## config.mk

```make
export PLATFORM = sky130hd
export DESIGN_NAME = cordic_prerotate_nco
export DESIGN_NICKNAME = d
export VERILOG_FILES = /design/src/rtl/cordic_prerotate_nco.sv
export SDC_FILE = /design/constraint.sdc
export NUM_CORES = 1
export LEC_CHECK = 0
export CAP_MARGIN = 10
export CORE_MARGIN = 2
export CORE_UTILIZATION = 30
export DETAILED_ROUTE_END_ITERATION = 16
export PLACE_DENSITY = 0.6
export SETUP_SLACK_MARGIN = 0.5
export SKIP_LAST_GASP = 1
export SLEW_MARGIN = 15
export SYNTH_ARGS = -nofsm -noshare
export SYNTH_HDL_FRONTEND = slang
export SYNTH_SLANG_ARGS = --single-unit
```

## constraint.sdc

```tcl
create_clock -name i_clk -period 4.45 [get_ports i_clk]
set_input_delay 1.1125 -clock i_clk [delete_from_list [all_inputs] [get_ports i_clk]]
set_output_delay 1.1125 -clock i_clk [all_outputs]
set_load 0.1 [all_outputs]
```

## src/rtl/cordic_prerotate_nco.sv

```systemverilog
// CORDIC rotator front end: NCO phase accumulator with a double-buffered tuning word,
// followed by a conditional 180-degree pre-rotation that folds the phase into +/-90 degrees.
module cordic_prerotate_nco #(
  parameter int IW = 14,
  parameter int WW = 16,
  parameter int PW = 20
) (
  input  logic          i_clk,
  input  logic          i_reset_n,
  input  logic          i_ce,
  input  logic          i_sync,
  input  logic          i_ftw_load,
  input  logic [PW-1:0] i_ftw,
  input  logic [PW-1:0] i_phase_ofs,
  input  logic [IW-1:0] i_x,
  input  logic [IW-1:0] i_y,
  output logic [WW-1:0] o_x,
  output logic [WW-1:0] o_y,
  output logic [PW-1:0] o_phase,
  output logic          o_valid,
  output logic          o_ftw_ack
);

  // Negating the most negative input must not wrap, and stage 0 onwards needs CORDIC gain room.
  if (WW < IW + 2) begin : g_width_check
    $error("cordic_prerotate_nco: WW must be at least IW+2");
  end

  logic [PW-1:0] acc_q, acc_d;
  logic [PW-1:0] ftw_active_q, ftw_pend_q;
  logic          pend_q;
  logic [PW-1:0] pa_q, pa_d;
  logic [WW-1:0] xa_q, ya_q;
  logic          primed_q;
  logic [WW-1:0] x_q, y_q, x_d, y_d;
  logic [PW-1:0] phase_q, phase_d;
  logic          valid_q, ack_q;
  logic          fold;

  // NOTE: every always_comb output gets a default up front so no path can infer a latch.
  always_comb begin
    acc_d   = acc_q + ftw_active_q;
    pa_d    = acc_q + i_phase_ofs;
    if (i_sync) begin
      acc_d = '0;
      pa_d  = i_phase_ofs;
    end
    // Quadrants 01 and 10 lie outside +/-90 degrees; rotate them by 180 degrees.
    fold    = pa_q[PW-1] ^ pa_q[PW-2];
    x_d     = fold ? -xa_q : xa_q;
    y_d     = fold ? -ya_q : ya_q;
    phase_d = {pa_q[PW-1] ^ fold, pa_q[PW-2:0]};
  end

  // Tuning word handshake runs on every clock; only the apply waits for i_ce.
  // NOTE: sequential state uses non-blocking assignments so all registers update from pre-edge values.
  always_ff @(posedge i_clk or negedge i_reset_n) begin
    if (!i_reset_n) begin
      ftw_active_q <= '0;
      ftw_pend_q   <= '0;
      pend_q       <= 1'b0;
      ack_q        <= 1'b0;
    end else begin
      ack_q <= i_ce & pend_q;
      if (i_ce && pend_q) ftw_active_q <= ftw_pend_q;
      if (i_ftw_load) begin
        ftw_pend_q <= i_ftw;
        pend_q     <= 1'b1;
      end else if (i_ce) begin
        pend_q <= 1'b0;
      end
    end
  end

  always_ff @(posedge i_clk or negedge i_reset_n) begin
    if (!i_reset_n) begin
      acc_q    <= '0;
      pa_q     <= '0;
      xa_q     <= '0;
      ya_q     <= '0;
      x_q      <= '0;
      y_q      <= '0;
      phase_q  <= '0;
      primed_q <= 1'b0;
      valid_q  <= 1'b0;
    end else begin
      valid_q <= i_ce & primed_q;
      if (i_ce) begin
        primed_q <= 1'b1;
        acc_q    <= acc_d;
        pa_q     <= pa_d;
        xa_q     <= {{(WW-IW){i_x[IW-1]}}, i_x};
        ya_q     <= {{(WW-IW){i_y[IW-1]}}, i_y};
        x_q      <= x_d;
        y_q      <= y_d;
        phase_q  <= phase_d;
      end
    end
  end

  assign o_x       = x_q;
  assign o_y       = y_q;
  assign o_phase   = phase_q;
  assign o_valid   = valid_q;
  assign o_ftw_ack = ack_q;

endmodule

```

==> metrics.txt, run 1 <==
final weighted congestion in routability-driven placement 0.787; fraction of final layout cells with drive strength greater than 1 14.4%; Die X-Extent 171 um; die boundary height 171 um; worst min-delay path class flop to flop; Power Total 8060 uW; global routing usage summed across all routing layers 13.3%; number of antenna violations at the first check in global routing 1; TritonCTS clock tree built; number of global-route vias before repair 5955; clock sink count 164; TritonRoute pass-1 iters 4; number of maximum-capacitance constraint violations 0; wire length reported by the detailed router ~19 mm; post-CTS setup buffers 0; power density over cell area roughly 750 nW/um2; synthesis warning total 0; io pins 127; Crit path arrival time around 4000 ps; most used flip-flop cell after synthesis dfrtp_1; summed negative setup slack over all endpoints 0 ps; Hold Violations, Final 0; post-cts resize count 0; TritonCTS Buffers 17; Remaining DRCs 0; die outline area 29300 um2; final worst path period share between 80% and 90%; slew at the pin with the worst max-slew slack 1060 ps; count of placed standard cells including taps 1261; layout overhead on the synthesized area 27.2%; global route total overflow 0; initial cell density of the core between 30% and 40%; final worst-path setup slack 814 ps; category of the worst setup path capture point flop; Slew Viols, Final 0; placeable core region 27700 um2; wire length per cell after detailed routing 14.7 um; Final min period 3640 ps; net count after synthesis 903; number of placement rows 61; Post-Syn Area ~8400 um2; maximum level of the CTS H-tree 4; worst-case clock buffer depth 2; violation count after the first detailed-routing iteration 312; setup slack after placement 383 ps; start-to-end type of the worst setup path input port to flop; leading cell type in the layout, fill and taps excluded dfrtp_1; clock edge transition at the registers on the reported setup and hold paths ~60 ps; Syn Inst Count 788; Total Nets Final roughly 1000; DR vias 6096; number of buffers inserted by hold repair at cts 0; Slew headroom 29.4%; buffer cell driving the clock tree root clkbuf_16; port bufs 126; number of endpoints failing setup at the final stage 0; LEAKAGE 0.00453 uW; result of the run finished, final reports clean; first-pass GRT wire length 30.8 mm; setup repair after global routing missed its margin false; number of enable flip-flop cells after synthesis 0; Synth Area per Inst roughly 11 um2; post-synth cell types 50; Avg Vias per Cell 4.71; highest achievable clock rate 0.275 GHz; maximum net fanout on the critical path 4; Critical Path RT 4770 ps; maximum number of pins on one net before global-route repair 143; clock skew roughly 9.7 ps; estimated wirelength of the detail-placed design ~14 mm; commonest cells after routing, fill and taps aside 164 x dfrtp_1, 124 x clkdlybuf4s50_1, 99 x a21oi_1; type of origin of the critical path input port; count of non-filler cells in the finished layout 1293; clock latency of the later-clocked register in the worst-skew pair approximately 430 ps; count of nets left with antenna violations after detail routing 0; fraction of the yosys area taken by sequential cells 48.9%; post-synthesis async set-or-reset flop share 100%; maximum resistive drop on vdd 265 uV; synthesized flop and latch total 164; Hold Worst Slack 473 ps
-- cell families (layout without fill, tap and decap cells) --
| family | after synthesis | after routing | share of synthesized area [%] |
|---|---|---|---|
| AOI/OAI and AO/OA | 204 | 204 | 15.5 |
| xor gates and xnor gates | 57 | 57 | 5.95 |
| adders and majority gates | 42 | 42 | 6.44 |
| buffers and inverters | 65 | 191 | 2.91 |
| DFF | 164 | 164 | 48.9 |
| muxes | 88 | 88 | 11.7 |
| other | 0 | 1 | 0 |
| and+or+nand+nor | 168 | 168 | 8.69 |
-- worst paths after layout --
kind	startpoint	endpoint	cells past startpoint	slack (ps)
worst min register to register	primed_q	primed_q	1	470
min in group asynchronous	i_reset_n	o_x[10]	1	720
worst min-delay path	primed_q	primed_q	1	470
worst max register to register	acc_q[0]	acc_q[16]	11	1330
max in group asynchronous	i_reset_n	acc_q[15]	2	2890
worst max-delay path	i_phase_ofs[0]	pa_q[18]	13	810
-- power breakdown --
| part | switching, uW | total [uW] | internal [uW] |
|---|---|---|---|
| logic | 2860 | 4310 | 1450 |
| clock network | 634 | 1540 | 906 |
| registers | 297 | 2210 | 1910 |
-- layer usage --
metal | global-route usage, % | up-vias | part of all wire (%)
li1 | - | 3044 | -
met2 | 21.1 | 133 | 45
met3 | 2.74 | 16 | 4.7
met1 | 18.3 | 2903 | 49
met4 | 4.16 | 0 | 1.2
met5 | 0 | - | 0
-- cell type report --
class | count | area (um2)
Antenna cell | 1 | 2.50
Clock buffer | 18 | 439
Clock inverter | 13 | 173
Fill cell | 2739 | 17000
Inverter | 28 | 105
Multi-Input combinational cell | 559 | 4060
Sequential cell | 164 | 4100
Tap cell | 378 | 473
Timing Repair Buffer | 132 | 1330
-- critical path: stages --
cell	delay, ps
clkdlybuf4s50_1	480
ha_1	170
inv_1	50
fa_1	370
nor2b_1	210
o2111ai_1	150
nand3_1	140
a41oi_1	260
nor4b_1	380
o22ai_1	140
xor2_1	130
o21ai_0	80
mux2_2	270
-- state kept, by name, indices dropped and copies added (netlist names), 14 cells and up --
| signal | count |
|---|---|
| acc_q | 20 |
| ftw_active_q | 20 |
| ftw_pend_q | 20 |
| o_phase | 20 |
| pa_q | 20 |
| o_x | 16 |
| o_y | 16 |
| xa_q | 14 |
| ya_q | 14 |
-- cell usage after synthesis (17+ instances only) --
master,number,area [um2]
a21o_1,19,143
a21oi_1,99,495
clkbuf_1,33,124
dfrtp_1,164,4100
ha_1,40,500
inv_1,27,101
mux2_2,81,912
nand2_1,34,128
nor2_1,85,319
o21ai_0,21,105
xnor2_1,40,350
xor2_1,17,149
-- through the flow --
stage	instance area, um2	utilization (%)
after floorplan	8400	-
after CTS	10700	38.5
final	10700	38.6
after global placement	10100	36.3
after detailed placement	10100	36.3
after global routing	10700	38.6
No activity file was read; power rests on OpenSTA's default activity.
==> run 2, diff against run 1 <==
- clock period: 4.45 -> 3.7 ns (I/O delays scaled with it)
==> run 2 against run 1 <==
Effect of this change:
- clock skew rose by 2.8 ps
- power up 21%
- cell area is 0.79% higher
- die area is the same
- register-to-register slack got worse by 650 ps
- final cell count increased by 0.62%
- critical path depth is 2 lower
- global-route usage fell by 0.12 points
- non-clock buffer count is 8 higher
- combinational power is 23% higher
- utilization is 0.30 points higher
- clock-buffer cell count is the same
- critical endpoint is now pa_q[19]
- largest power group unchanged
==> metrics.txt, run 2 (synthesis results as in run 1) <==
final weighted congestion in routability-driven placement 0.806 (+2.4%); number of endpoints failing setup at the final stage 0 (unchanged); count of nets left with antenna violations after detail routing 0 (unchanged); slew at the pin with the worst max-slew slack 1000 ps (-51.6 ps); Hold Worst Slack 389 ps (-83.6 ps); TritonCTS clock tree built; DR vias 6134 (+0.62%); fillcell total 2705 (-1.2%); layout overhead on the synthesized area 28.2%; worst-case clock buffer depth 2 (unchanged); largest incremental delay on the critical path 460 ps (-20 ps); Die X-Extent 171 um (unchanged); power density over cell area 907 nW/um2 (+20%); cells along the critical path clkdlybuf4s50_1 -> ha_1 -> a21oi_2 -> nor2_1 -> a211oi_2 -> o31ai_4 -> a311oi_2 -> o31ai_2 -> mux2i_1 -> a21o_1 -> a31oi_1; fraction of final layout cells with drive strength greater than 1 19.6% (+5.2 points); number of placement rows 61 (unchanged); estimated wirelength of the detail-placed design 13.8 mm (+1.7%); wire length per cell after detailed routing 14.7 um (+0.54%); initial cell density of the core 30.3% (unchanged); port bufs 126 (unchanged); TritonRoute pass-1 iters 5 (+1); TritonCTS Buffers 17 (unchanged); die boundary height 171 um (unchanged); Remaining DRCs 0 (unchanged); placeable core region 27700 um2 (unchanged); Total Nets Final 1025 (+0.79%); final worst path period share 82.6%; highest achievable clock rate between 0.3 and 0.4 GHz; result of the run finished, final reports clean; setup slack after placement -19.6 ps (-403 ps); maximum net fanout on the critical path 4 (unchanged); wire length reported by the detailed router 19.2 mm (+1.2%); setup repair after global routing missed its margin false; maximum level of the CTS H-tree 4 (unchanged); type of origin of the critical path input port; clock sink count 164 (unchanged); number of antenna violations at the first check in global routing 1 (unchanged); slowest cell on the critical path clkdlybuf4s50_1; LEAKAGE 0.00460 uW (+1.5%); Crit path arrival time 3330 ps (-620 ps); number of buffers inserted by hold repair at cts 0 (unchanged); final core area utilization 38.9% (+0.30 points); count of placed standard cells including taps 1266 (+0.40%); Final min period 3050 ps; Slew Viols, Final 0 (unchanged); start-to-end type of the worst setup path input port to flop; die outline area 29300 um2 (unchanged); Hold Violations, Final 0 (unchanged); Slew headroom 32.8% (+3.4 points); commonest cells after routing, fill and taps aside 164 x dfrtp_1, 98 x a21oi_1, 98 x clkdlybuf4s50_1; number of maximum-capacitance constraint violations 0 (unchanged); summed negative setup slack over all endpoints 0 ps (unchanged); clock latency of the later-clocked register in the worst-skew pair 430 ps (about the same); global routing usage summed across all routing layers 13.2% (-0.12 points); final worst-path setup slack 645 ps (-169 ps); Avg Vias per Cell 4.71 (about the same); violation count after the first detailed-routing iteration 272 (-13%); Critical Path RT 3980 ps (-790 ps); cell family with most CP delay compound AO/OA/AOI/OAI gates; maximum resistive drop on vdd 360 uV (+36%); number of global-route vias before repair 5836 (-2.0%); global route total overflow 0 (unchanged); maximum number of pins on one net before global-route repair 123 (-14%); leading cell type in the layout, fill and taps excluded dfrtp_1; clock skew 12.6 ps (+2.84 ps); worst min-delay path class input port to asynchronous set/reset pin; category of the worst setup path capture point flop; count of non-filler cells in the finished layout 1301 (+0.62%); crit path buf inv count 1 (-1); first-pass GRT wire length 30.5 mm (-1.1%); io pins 127 (unchanged); buffer cell driving the clock tree root clkbuf_16; clock edge transition at the registers on the reported setup and hold paths 70 ps (about the same)
[run 2: cell types whose count changed in the layout (fill, tap and decap cells not counted), sizes merged]
cell	change
dlymetal6s2s	+1
clkdlybuf4s50	-26
bufinv	-1
clkinvlp	+1
buf	+33
[run 2: area by class of cell]
| type | instances | area (um2) | share of cell area, % |
|---|---|---|---|
| clock inverters | 13 | 149 | 1.38 |
| well taps | 378 | 473 | 4.39 |
| repair buffers | 140 | 1330 | 12.4 |
| inverters | 28 | 105 | 0.976 |
| clock buffers | 18 | 439 | 4.08 |
| diodes | 1 | 2.50 | 0.0232 |
| multi-input cells | 559 | 4160 | 38.7 |
| flip-flops and latches | 164 | 4100 | 38.1 |
[run 2: where the power goes]
part	total, uW	switching, uW	internal, uW	leakage (uW)
clock network	1790	768	1020	0.000279
registers	2670	369	2300	0.00192
logic	5310	3510	1790	0.00239
[run 2: final timing paths]
check	startpoint	end	slack, ps	depth (start not counted)
max	i_phase_ofs[6]	pa_q[19]	650	11
min	i_reset_n	o_x[10]	390	1
max reg2reg	acc_q[9]	acc_q[17]	680	10
min reg2reg	primed_q	primed_q	480	1
max in group asynchronous	i_reset_n	pa_q[12]	2430	2
min in group i_clk	primed_q	primed_q	480	1
[run 2: what timing repair did]
action	4_1_cts	5_1_grt
gates resized for setup	2	21
endpoints found under the hold margin	0	0
setup buffers	0	3
pin swaps	2	12
setup endpoints to repair	3	7
[run 2: metal layers]
metal	GRT usage, %	part of all wire [%]
met5	0	0
met4	4.24	1.6
met3	2.92	5.6
met2	20.7	45
met1	18.2	48
[run 2: per-stage QoR]
step | power [uW] | cell area [um2]
5_1_grt | 10300 | 10800
4_1_cts | 9730 | 10600
2_1_floorplan | 6690 | 8400
6_report | 9760 | 10800
3_5_place_dp | 7880 | 10000
3_3_place_gp | 7820 | 10000
